### src/rtl/camera_pkg.sv
// -----------------------------------------------------------------------------
// camera_pkg
// Shared definitions for the frame capture controller.
//   - cap_state_t : capture FSM state encoding
//   - PIX_W       : sensor pixel width
//   - addr_width  : frame-buffer address width for an h x v frame
// -----------------------------------------------------------------------------
package camera_pkg;

  localparam int PIX_W = 10;

  typedef enum logic [1:0] {
    IDLE     = 2'd0,
    SYNC     = 2'd1,
    WAIT_SOF = 2'd2,
    CAPTURE  = 2'd3
  } cap_state_t;

  // Width of a frame-buffer address; never below one bit so a degenerate
  // 1x1 frame still yields a legal port.
  function automatic int addr_width(input int h, input int v);
    return (h * v > 1) ? $clog2(h * v) : 1;
  endfunction

endpackage

### src/rtl/frame_capture_ctrl_counter.sv
// -----------------------------------------------------------------------------
// frame_capture_ctrl_counter
// Position counter used for the column and line of the current pixel.
// Counts EN pulses from 0 up to MAX; at MAX it either wraps to 0 (WRAP=1)
// or holds (WRAP=0). CLR is a synchronous clear with priority over EN.
//
// Ports
//   CLK   : clock
//   RST   : asynchronous active-high reset
//   CLR   : synchronous clear to 0
//   EN    : count enable
//   VALUE : current count
//   MAXED : VALUE equals MAX
// -----------------------------------------------------------------------------
module frame_capture_ctrl_counter #(
  parameter int WIDTH = 4,
  parameter int MAX   = 7,
  parameter bit WRAP  = 1'b1
) (
  input  logic             CLK,
  input  logic             RST,
  input  logic             CLR,
  input  logic             EN,
  output logic [WIDTH-1:0] VALUE,
  output logic             MAXED
);

  logic [WIDTH-1:0] r_value;

  assign VALUE = r_value;
  assign MAXED = (r_value == WIDTH'(MAX));

  // NOTE: sequential state uses non-blocking assignments so every register
  // samples the pre-edge values of its neighbours, matching real flops.
  always_ff @(posedge CLK or posedge RST) begin
    if (RST) begin
      r_value <= '0;
    end else if (CLR) begin
      r_value <= '0;
    end else if (EN) begin
      if (MAXED) begin
        r_value <= WRAP ? '0 : r_value;
      end else begin
        r_value <= r_value + 1'b1;
      end
    end
  end

endmodule

### src/rtl/frame_capture_ctrl.sv
// -----------------------------------------------------------------------------
// frame_capture_ctrl
// Captures one frame (or a continuous stream of frames) from a parallel
// camera sensor into a frame buffer write port. A capture is armed by START,
// waits for the sensor to be between frames (so a frame already in flight is
// never captured), then writes every pixel slot of the next frame.
//
// Optional build macro: FRAME_CAPTURE_ROI_EN adds a region-of-interest window
// latched at START; only pixels inside the window are slots and the write
// addresses are dense over the window.
//
// Ports
//   CLK, RST          : pixel clock, asynchronous active-high reset
//   FRAME_VALID       : sensor frame sync
//   LINE_VALID        : sensor line sync (pixel qualifier)
//   DATA_IN           : sensor pixel data
//   START             : arm a capture (accepted only in IDLE)
//   CONTINUOUS        : re-arm automatically after each frame
//   ABORT             : cancel, back to IDLE on the next edge (beats START)
//   ROI_X0/W, ROI_Y0/H: ROI window (FRAME_CAPTURE_ROI_EN builds only)
//   WR_EN/ADDR/DATA   : frame buffer write, one cycle after the pixel
//   WR_READY          : buffer can accept; sampled with the pixel, a slot
//                       seen with WR_READY=0 is dropped
//   BUSY              : not in IDLE
//   DONE              : one-cycle pulse at end of a captured frame
//   OVERFLOW          : sticky, a slot was dropped (cleared by START)
//   PIX_COUNT         : pixels written in the last completed frame
// -----------------------------------------------------------------------------
module frame_capture_ctrl
  import camera_pkg::*;
#(
  parameter  int H  = 752,
  parameter  int V  = 480,
  localparam int AW = addr_width(H, V),
  localparam int CW = $clog2(H * V + 1),
  localparam int XW = $clog2(H + 1),
  localparam int YW = $clog2(V + 1)
) (
  input  logic             CLK,
  input  logic             RST,
  input  logic             FRAME_VALID,
  input  logic             LINE_VALID,
  input  logic [PIX_W-1:0] DATA_IN,
  input  logic             START,
  input  logic             CONTINUOUS,
  input  logic             ABORT,
`ifdef FRAME_CAPTURE_ROI_EN
  input  logic [XW-1:0]    ROI_X0,
  input  logic [XW-1:0]    ROI_W,
  input  logic [YW-1:0]    ROI_Y0,
  input  logic [YW-1:0]    ROI_H,
`endif
  output logic             WR_EN,
  output logic [AW-1:0]    WR_ADDR,
  output logic [PIX_W-1:0] WR_DATA,
  input  logic             WR_READY,
  output logic             BUSY,
  output logic             DONE,
  output logic             OVERFLOW,
  output logic [CW-1:0]    PIX_COUNT
);

  cap_state_t       r_state;
  cap_state_t       w_next_state;

  logic             w_start_ok;
  logic             w_frame_cycle;
  logic             w_pixel;
  logic             w_slot;
  logic             w_sat;
  logic             w_clr;
  logic             w_frame_end;
  logic [AW-1:0]    w_slot_addr;

  logic [XW-1:0]    w_col;
  logic             w_col_maxed;
  logic [YW-1:0]    w_line;
  logic             w_line_maxed;

  logic             r_wr_en;
  logic [AW-1:0]    r_wr_addr;
  logic [PIX_W-1:0] r_wr_data;
  logic             r_done;
  logic             r_overflow;
  logic [CW-1:0]    r_pix_count;
  logic [CW-1:0]    r_wr_cnt;

  assign w_start_ok = (r_state == IDLE) && START && !ABORT;

  // WAIT_SOF counts as part of the frame in the cycle FRAME_VALID is first
  // seen high, so a pixel arriving together with the frame start is kept.
  assign w_frame_cycle = !ABORT && FRAME_VALID &&
                         ((r_state == CAPTURE) || (r_state == WAIT_SOF));
  assign w_pixel       = w_frame_cycle && LINE_VALID;
  assign w_frame_end   = !ABORT && (r_state == CAPTURE) && !FRAME_VALID;
  assign w_clr         = !w_frame_cycle;

  // Column wraps every H pixels; line saturates at V so any extra lines of
  // an over-long frame sit outside the frame (and outside any ROI).
  frame_capture_ctrl_counter #(
    .WIDTH (XW),
    .MAX   (H - 1),
    .WRAP  (1'b1)
  ) u_col_cnt (
    .CLK   (CLK),
    .RST   (RST),
    .CLR   (w_clr),
    .EN    (w_pixel),
    .VALUE (w_col),
    .MAXED (w_col_maxed)
  );

  frame_capture_ctrl_counter #(
    .WIDTH (YW),
    .MAX   (V),
    .WRAP  (1'b0)
  ) u_line_cnt (
    .CLK   (CLK),
    .RST   (RST),
    .CLR   (w_clr),
    .EN    (w_pixel && w_col_maxed),
    .VALUE (w_line),
    .MAXED (w_line_maxed)
  );

`ifdef FRAME_CAPTURE_ROI_EN
  logic [XW-1:0] r_x0;
  logic [XW-1:0] r_w;
  logic [YW-1:0] r_y0;
  logic [YW-1:0] r_h;
  logic [CW-1:0] r_limit;
  logic [CW-1:0] r_roi_idx;
  logic          w_in_roi;

  // One extra bit on each side so X0+W / Y0+H cannot wrap.
  assign w_in_roi = !w_line_maxed &&
                    ({1'b0, w_col}  >= {1'b0, r_x0}) &&
                    ({1'b0, w_col}  <  ({1'b0, r_x0} + {1'b0, r_w})) &&
                    ({1'b0, w_line} >= {1'b0, r_y0}) &&
                    ({1'b0, w_line} <  ({1'b0, r_y0} + {1'b0, r_h}));

  assign w_slot      = w_pixel && w_in_roi;
  assign w_sat       = (r_roi_idx >= r_limit);
  assign w_slot_addr = r_roi_idx[AW-1:0];

  always_ff @(posedge CLK or posedge RST) begin
    if (RST) begin
      r_x0      <= '0;
      r_w       <= '0;
      r_y0      <= '0;
      r_h       <= '0;
      r_limit   <= '0;
      r_roi_idx <= '0;
    end else begin
      if (w_start_ok) begin
        r_x0    <= ROI_X0;
        r_w     <= ROI_W;
        r_y0    <= ROI_Y0;
        r_h     <= ROI_H;
        r_limit <= CW'(ROI_W) * CW'(ROI_H);
      end
      if (w_clr) begin
        r_roi_idx <= '0;
      end else if (w_slot && !w_sat) begin
        r_roi_idx <= r_roi_idx + 1'b1;
      end
    end
  end
`else
  // Full frame: every pixel is a slot and its address is its raster
  // position, so the slot limit is reached exactly when line V begins.
  assign w_slot      = w_pixel;
  assign w_sat       = w_line_maxed;
  assign w_slot_addr = AW'(w_line) * AW'(H) + AW'(w_col);
`endif

  // FSM state register
  always_ff @(posedge CLK or posedge RST) begin
    if (RST) begin
      r_state <= IDLE;
    end else begin
      r_state <= w_next_state;
    end
  end

  // NOTE: the default assignment first guarantees every path drives
  // w_next_state, so no latch is inferred.
  always_comb begin
    w_next_state = r_state;
    case (r_state)
      IDLE:     if (START)        w_next_state = SYNC;
      SYNC:     if (!FRAME_VALID) w_next_state = WAIT_SOF;
      WAIT_SOF: if (FRAME_VALID)  w_next_state = CAPTURE;
      CAPTURE:  if (!FRAME_VALID) w_next_state = CONTINUOUS ? WAIT_SOF : IDLE;
      default:                    w_next_state = IDLE;
    endcase
    if (ABORT) begin
      w_next_state = IDLE;
    end
  end

  // Write datapath, status and per-frame pixel accounting
  always_ff @(posedge CLK or posedge RST) begin
    if (RST) begin
      r_wr_en     <= 1'b0;
      r_wr_addr   <= '0;
      r_wr_data   <= '0;
      r_done      <= 1'b0;
      r_overflow  <= 1'b0;
      r_pix_count <= '0;
      r_wr_cnt    <= '0;
    end else begin
      r_wr_en <= 1'b0;
      r_done  <= 1'b0;

      if (w_start_ok) begin
        r_overflow <= 1'b0;
        r_wr_addr  <= '0;
      end

      if (w_clr) begin
        r_wr_cnt <= '0;
      end

      if (w_slot) begin
        if (w_sat) begin
          r_overflow <= 1'b1;
        end else begin
          // The address advances on every slot, written or not, so a
          // dropped pixel leaves a hole instead of shifting the image.
          r_wr_addr <= w_slot_addr;
          r_wr_data <= DATA_IN;
          r_wr_en   <= WR_READY;
          if (WR_READY) begin
            r_wr_cnt <= r_wr_cnt + 1'b1;
          end else begin
            r_overflow <= 1'b1;
          end
        end
      end

      // The frame-end cycle follows the last pixel, so its write is already
      // counted and DONE lands one cycle after the final WR_EN.
      if (w_frame_end) begin
        r_done      <= 1'b1;
        r_pix_count <= r_wr_cnt;
        if (CONTINUOUS) begin
          r_wr_addr <= '0;
        end
      end
    end
  end

  assign WR_EN     = r_wr_en;
  assign WR_ADDR   = r_wr_addr;
  assign WR_DATA   = r_wr_data;
  assign DONE      = r_done;
  assign OVERFLOW  = r_overflow;
  assign PIX_COUNT = r_pix_count;
  assign BUSY      = (r_state != IDLE);

endmodule
### config.mk
export PLATFORM = sky130hd
export DESIGN_NAME = frame_capture_ctrl
export DESIGN_NICKNAME = d
export VERILOG_FILES = /design/src/rtl/camera_pkg.sv /design/src/rtl/frame_capture_ctrl_counter.sv /design/src/rtl/frame_capture_ctrl.sv
export SDC_FILE = /design/constraint.sdc
export NUM_CORES = 1
export LEC_CHECK = 0
export BUFFER_PORTS_ARGS = -buffer_cell sky130_fd_sc_hd__buf_4
export CAP_MARGIN = 20
export CORE_MARGIN = 5
export CORE_UTILIZATION = 45
export CTS_CLUSTER_SIZE = 16
export DETAILED_ROUTE_END_ITERATION = 12
export PLACE_DENSITY = 0.69
export SYNTH_ARGS = -nofsm -noshare
export SYNTH_HDL_FRONTEND = slang
export SYNTH_HIERARCHICAL = 1
export SYNTH_SLANG_ARGS = --single-unit
### constraint.sdc
create_clock -name CLK -period 8.6 [get_ports CLK]
set_input_delay 0 -clock CLK [delete_from_list [all_inputs] [get_ports CLK]]
set_output_delay 0 -clock CLK [all_outputs]
set_load 0.01 [all_outputs]
==> metrics.txt <==
outcome=finished clean; post-route cell area=6880 sq um; Syn-to-layout area delta=20.4%; Setup Skew=between 0.005 and 0.006 ns; Slew Limit Fails=0; ANT cells=0; Max-cap violations=0; Post-synth EDFFs=0; r2r startpoint=u_line_cnt/VALUE[2]; WP data required=8.81 ns; Die Y=123 microns; Post-route DRC=0; Starting Density=45.6%; PwrDens=roughly 130 nW/um^2; syn_area_per_cell=9.67 sq um; die area=approximately 15000 sq um; post-route ant nets=0; H-tree levels=3; GRT Util Overall=17.8%; ys async rst share=100%; grt total ovfl=0; VDD IR max=about 0.00008 V; syn nets=670; chip width=123 microns; Lkg Pwr=between 0.003 and 0.004 uW; DR vias/cell=5.24; Worst-Margin Slew=between 0.8 and 0.9 ns; leading cell type in the layout, fill and taps excluded=dfrtp_1; 1st-pass router iterations=4; # resized after CTS=0; Post-CTS Hold Fix Bufs=14; initial antenna violation count=0; 1st-iter DRT viols=286; largest net degree at the start of global routing=73; Final period util=between 50% and 60%; r2r worst-path depth=15; CP Max Fanout=9; Synth Area in XOR/XNOR=4.29%; most frequent cells in the layout=91 x dfrtp_1, 83 x nand2_1, 73 x buf_4, 61 x inv_1, 40 x ha_1; clock sinks=between 90 and 100; NetSw=between 200 and 250 uW; Comb power frac=7.2%; Worst-Skew Late Latency=0.34 ns; post-synthesis sequential area ratio=39.9%; largest family of logic cells by synthesized area=simple AND/OR/NAND/NOR gates; HPWL Detailed=around 9 mm; sequential power share=48.5%; mux cell area share after synthesis=under 10%; clk root buf=clkbuf_16; RSZ-0062 raised after global routing=false; area of the multi-input gates=3150 sq um; Final setup violation count=0; Reg area=2280 sq um; clock network power share=44.3%; Setup Buffers After CTS=0; Core ar.=12500 sq um; routed length per placed instance=14.7 microns; vias=4446; number of global-route vias before repair=about 4500; post-synthesis compound-gate area fraction=9.83%; Mapped Area=5710 sq um; deepest clock path buffer count=2; Inserted Clock Buffers=9; CP arrival=4.96 ns; share of cells above drive strength 1=18.0%; # rows=41; R2R Setup Slk=3.86 ns; Min-Delay Path Class=primary input to flop; Crit. Startpoint=u_line_cnt/VALUE[2]; clock slew at reported path FFs=0.07 ns; first-pass GRT wire length=21.4 mm; Ys Warns=6; Synth Area in Adders=16.1%; Setup TNS=0 ns; Cell Area, Placed=6420 sq um; reg2reg end=WR_ADDR[18]; Final nets=between 700 and 800; CTS tree=done; Min Clock Period, post-route=4.74 ns; PnR Total Power=923 uW; Final Core Density=54.9%; WS Path Type=flop to flop; Synth Register Bits=91; CP endpoint=WR_ADDR[18]; Slew HR=40.6%; Fmax=about 210 MHz; io pins=70; simple-gate share of the synthesized area=18.9%; Buffers on Ports=approximately 70; routability cong.=0.858; design internal power=713 uW; Final Hold Vio Count=0; Primary FF master, synth=dfrtp_1; crit path capture type=flop; Netlist cell types=57; post-synthesis cell count=591; total routed wirelength=~13 mm; filler cell count=1127; Worst setup SP type=flop; switching share of power=a little under a quarter
## per-layer routing
layer  vias up  GRT usage [%]  part of all wire (%)
li1       2177              -                     -
met1      2183           23.2                    45
met2        73           29.8                    50
met3        13           4.15                   3.6
met4         0           4.90                   1.3
met5         -              0                     0
## logic make-up after synthesis
family / count (synthesis)
AO/OA/AOI/OAI: 87
XOR/XNOR: 28
adder cells (fa/ha/maj): 61
buffers and inverters: 80
flip-flops: 91
multiplexers: 29
AND/OR/NAND/NOR: 215
## layout make-up
type / count / share of cell area, %
repair buffers: 87 / 10.0
clock inverters: 5 / 0.873
clock buffers: 11 / 3.68
well taps: 172 / 3.13
inverters: 63 / 3.44
multi-input cells: 420 / 45.8
flip-flops and latches: 91 / 33.1
## cell usage after synthesis, types with 2 or more instances
| cell type | number | area share [%] |
|---|---|---|
| nand3_1 | 30 | 2.6 |
| or2_2 | 2 | 0.22 |
| mux2i_1 | 7 | 1.2 |
| o211ai_1 | 4 | 0.53 |
| o21ai_0 | 15 | 1.3 |
| ha_1 | 40 | 8.8 |
| a21boi_0 | 2 | 0.26 |
| nor3_1 | 12 | 1.1 |
| a311oi_1 | 2 | 0.31 |
| buf_2 | 2 | 0.18 |
| nand3b_1 | 6 | 0.79 |
| clkbuf_1 | 14 | 0.92 |
| a211oi_1 | 2 | 0.26 |
| or4_1 | 2 | 0.26 |
| nor2b_1 | 4 | 0.44 |
| nand2_1 | 83 | 5.5 |
| o21a_1 | 5 | 0.66 |
| a21oi_1 | 36 | 3.2 |
| nand2b_1 | 6 | 0.66 |
| mux2_2 | 21 | 4.1 |
| inv_1 | 62 | 4.1 |
| a31oi_1 | 2 | 0.22 |
| o31ai_1 | 5 | 0.66 |
| nor4bb_1 | 2 | 0.35 |
| xnor2_1 | 16 | 2.5 |
| or3_1 | 5 | 0.55 |
| nor2_1 | 28 | 1.8 |
| a21o_1 | 3 | 0.39 |
| nor3b_1 | 2 | 0.26 |
| o21bai_1 | 2 | 0.26 |
| nand4_1 | 8 | 0.88 |
| xor2_1 | 12 | 1.8 |
| o2111ai_1 | 4 | 0.61 |
| fa_1 | 21 | 7.4 |
| dfrtp_1 | 91 | 40 |
| and2_1 | 3 | 0.33 |
| and3_1 | 10 | 1.1 |
## worst max-delay path, stage by stage, from the launching register on
cell       delay, ns
dfrtp_1         0.50
inv_1           0.16
fa_1            0.56
inv_1           0.05
ha_1            0.29
fa_1            0.58
inv_1           0.07
fa_1            0.45
and2b_1         0.24
o2111ai_1       0.12
and4b_4         0.22
or3_4           0.38
a2111oi_4       0.46
and4b_1         0.32
a21oi_1         0.05
nand4b_1        0.17
## state kept, by name, indices dropped and copies added (netlist names)
name	cells
DONE	1
OVERFLOW	1
PIX_COUNT	19
WR_ADDR	19
WR_DATA	10
WR_EN	1
r_state	2
r_wr_cnt	19
u_col_cnt/VALUE	10
u_line_cnt/VALUE	9
## power by group through the flow
stage                     clock network (uW)  registers [uW]  logic, uW
after global placement                     0             455       60.6
final                                    409             447       66.5
after CTS                                420             447       67.5
after floorplan                            0             460       22.8
after global routing                     444             448       73.8
after detailed placement                   0             455       62.0
## worst min path at each step
stage / from / to / slack [ns] / cells past startpoint
after floorplan: RST / u_line_cnt/VALUE[0] / -0.17 / 1
after global placement: RST / u_line_cnt/VALUE[0] / 0.02 / 2
after detailed placement: RST / u_line_cnt/VALUE[0] / 0.03 / 2
after CTS: CONTINUOUS / WR_ADDR[10] / 0.04 / 3
after global routing: CONTINUOUS / r_state[1] / 0.07 / 3
final: CONTINUOUS / r_state[1] / 0.05 / 3
## stage by stage
| step | cells | setup slack [ns] | hold slack [ns] |
|---|---|---|---|
| floorplan | 591 | 4.21 | -0.172 |
| global placement | 819 | 4.03 | 0.0182 |
| detailed placement | 819 | 3.92 | 0.0298 |
| CTS | 849 | 3.86 | 0.0384 |
| global route | 849 | 3.62 | 0.0700 |
| finish | 849 | 3.86 | 0.0505 |
Note: power is estimated with default switching activity, not from simulation.
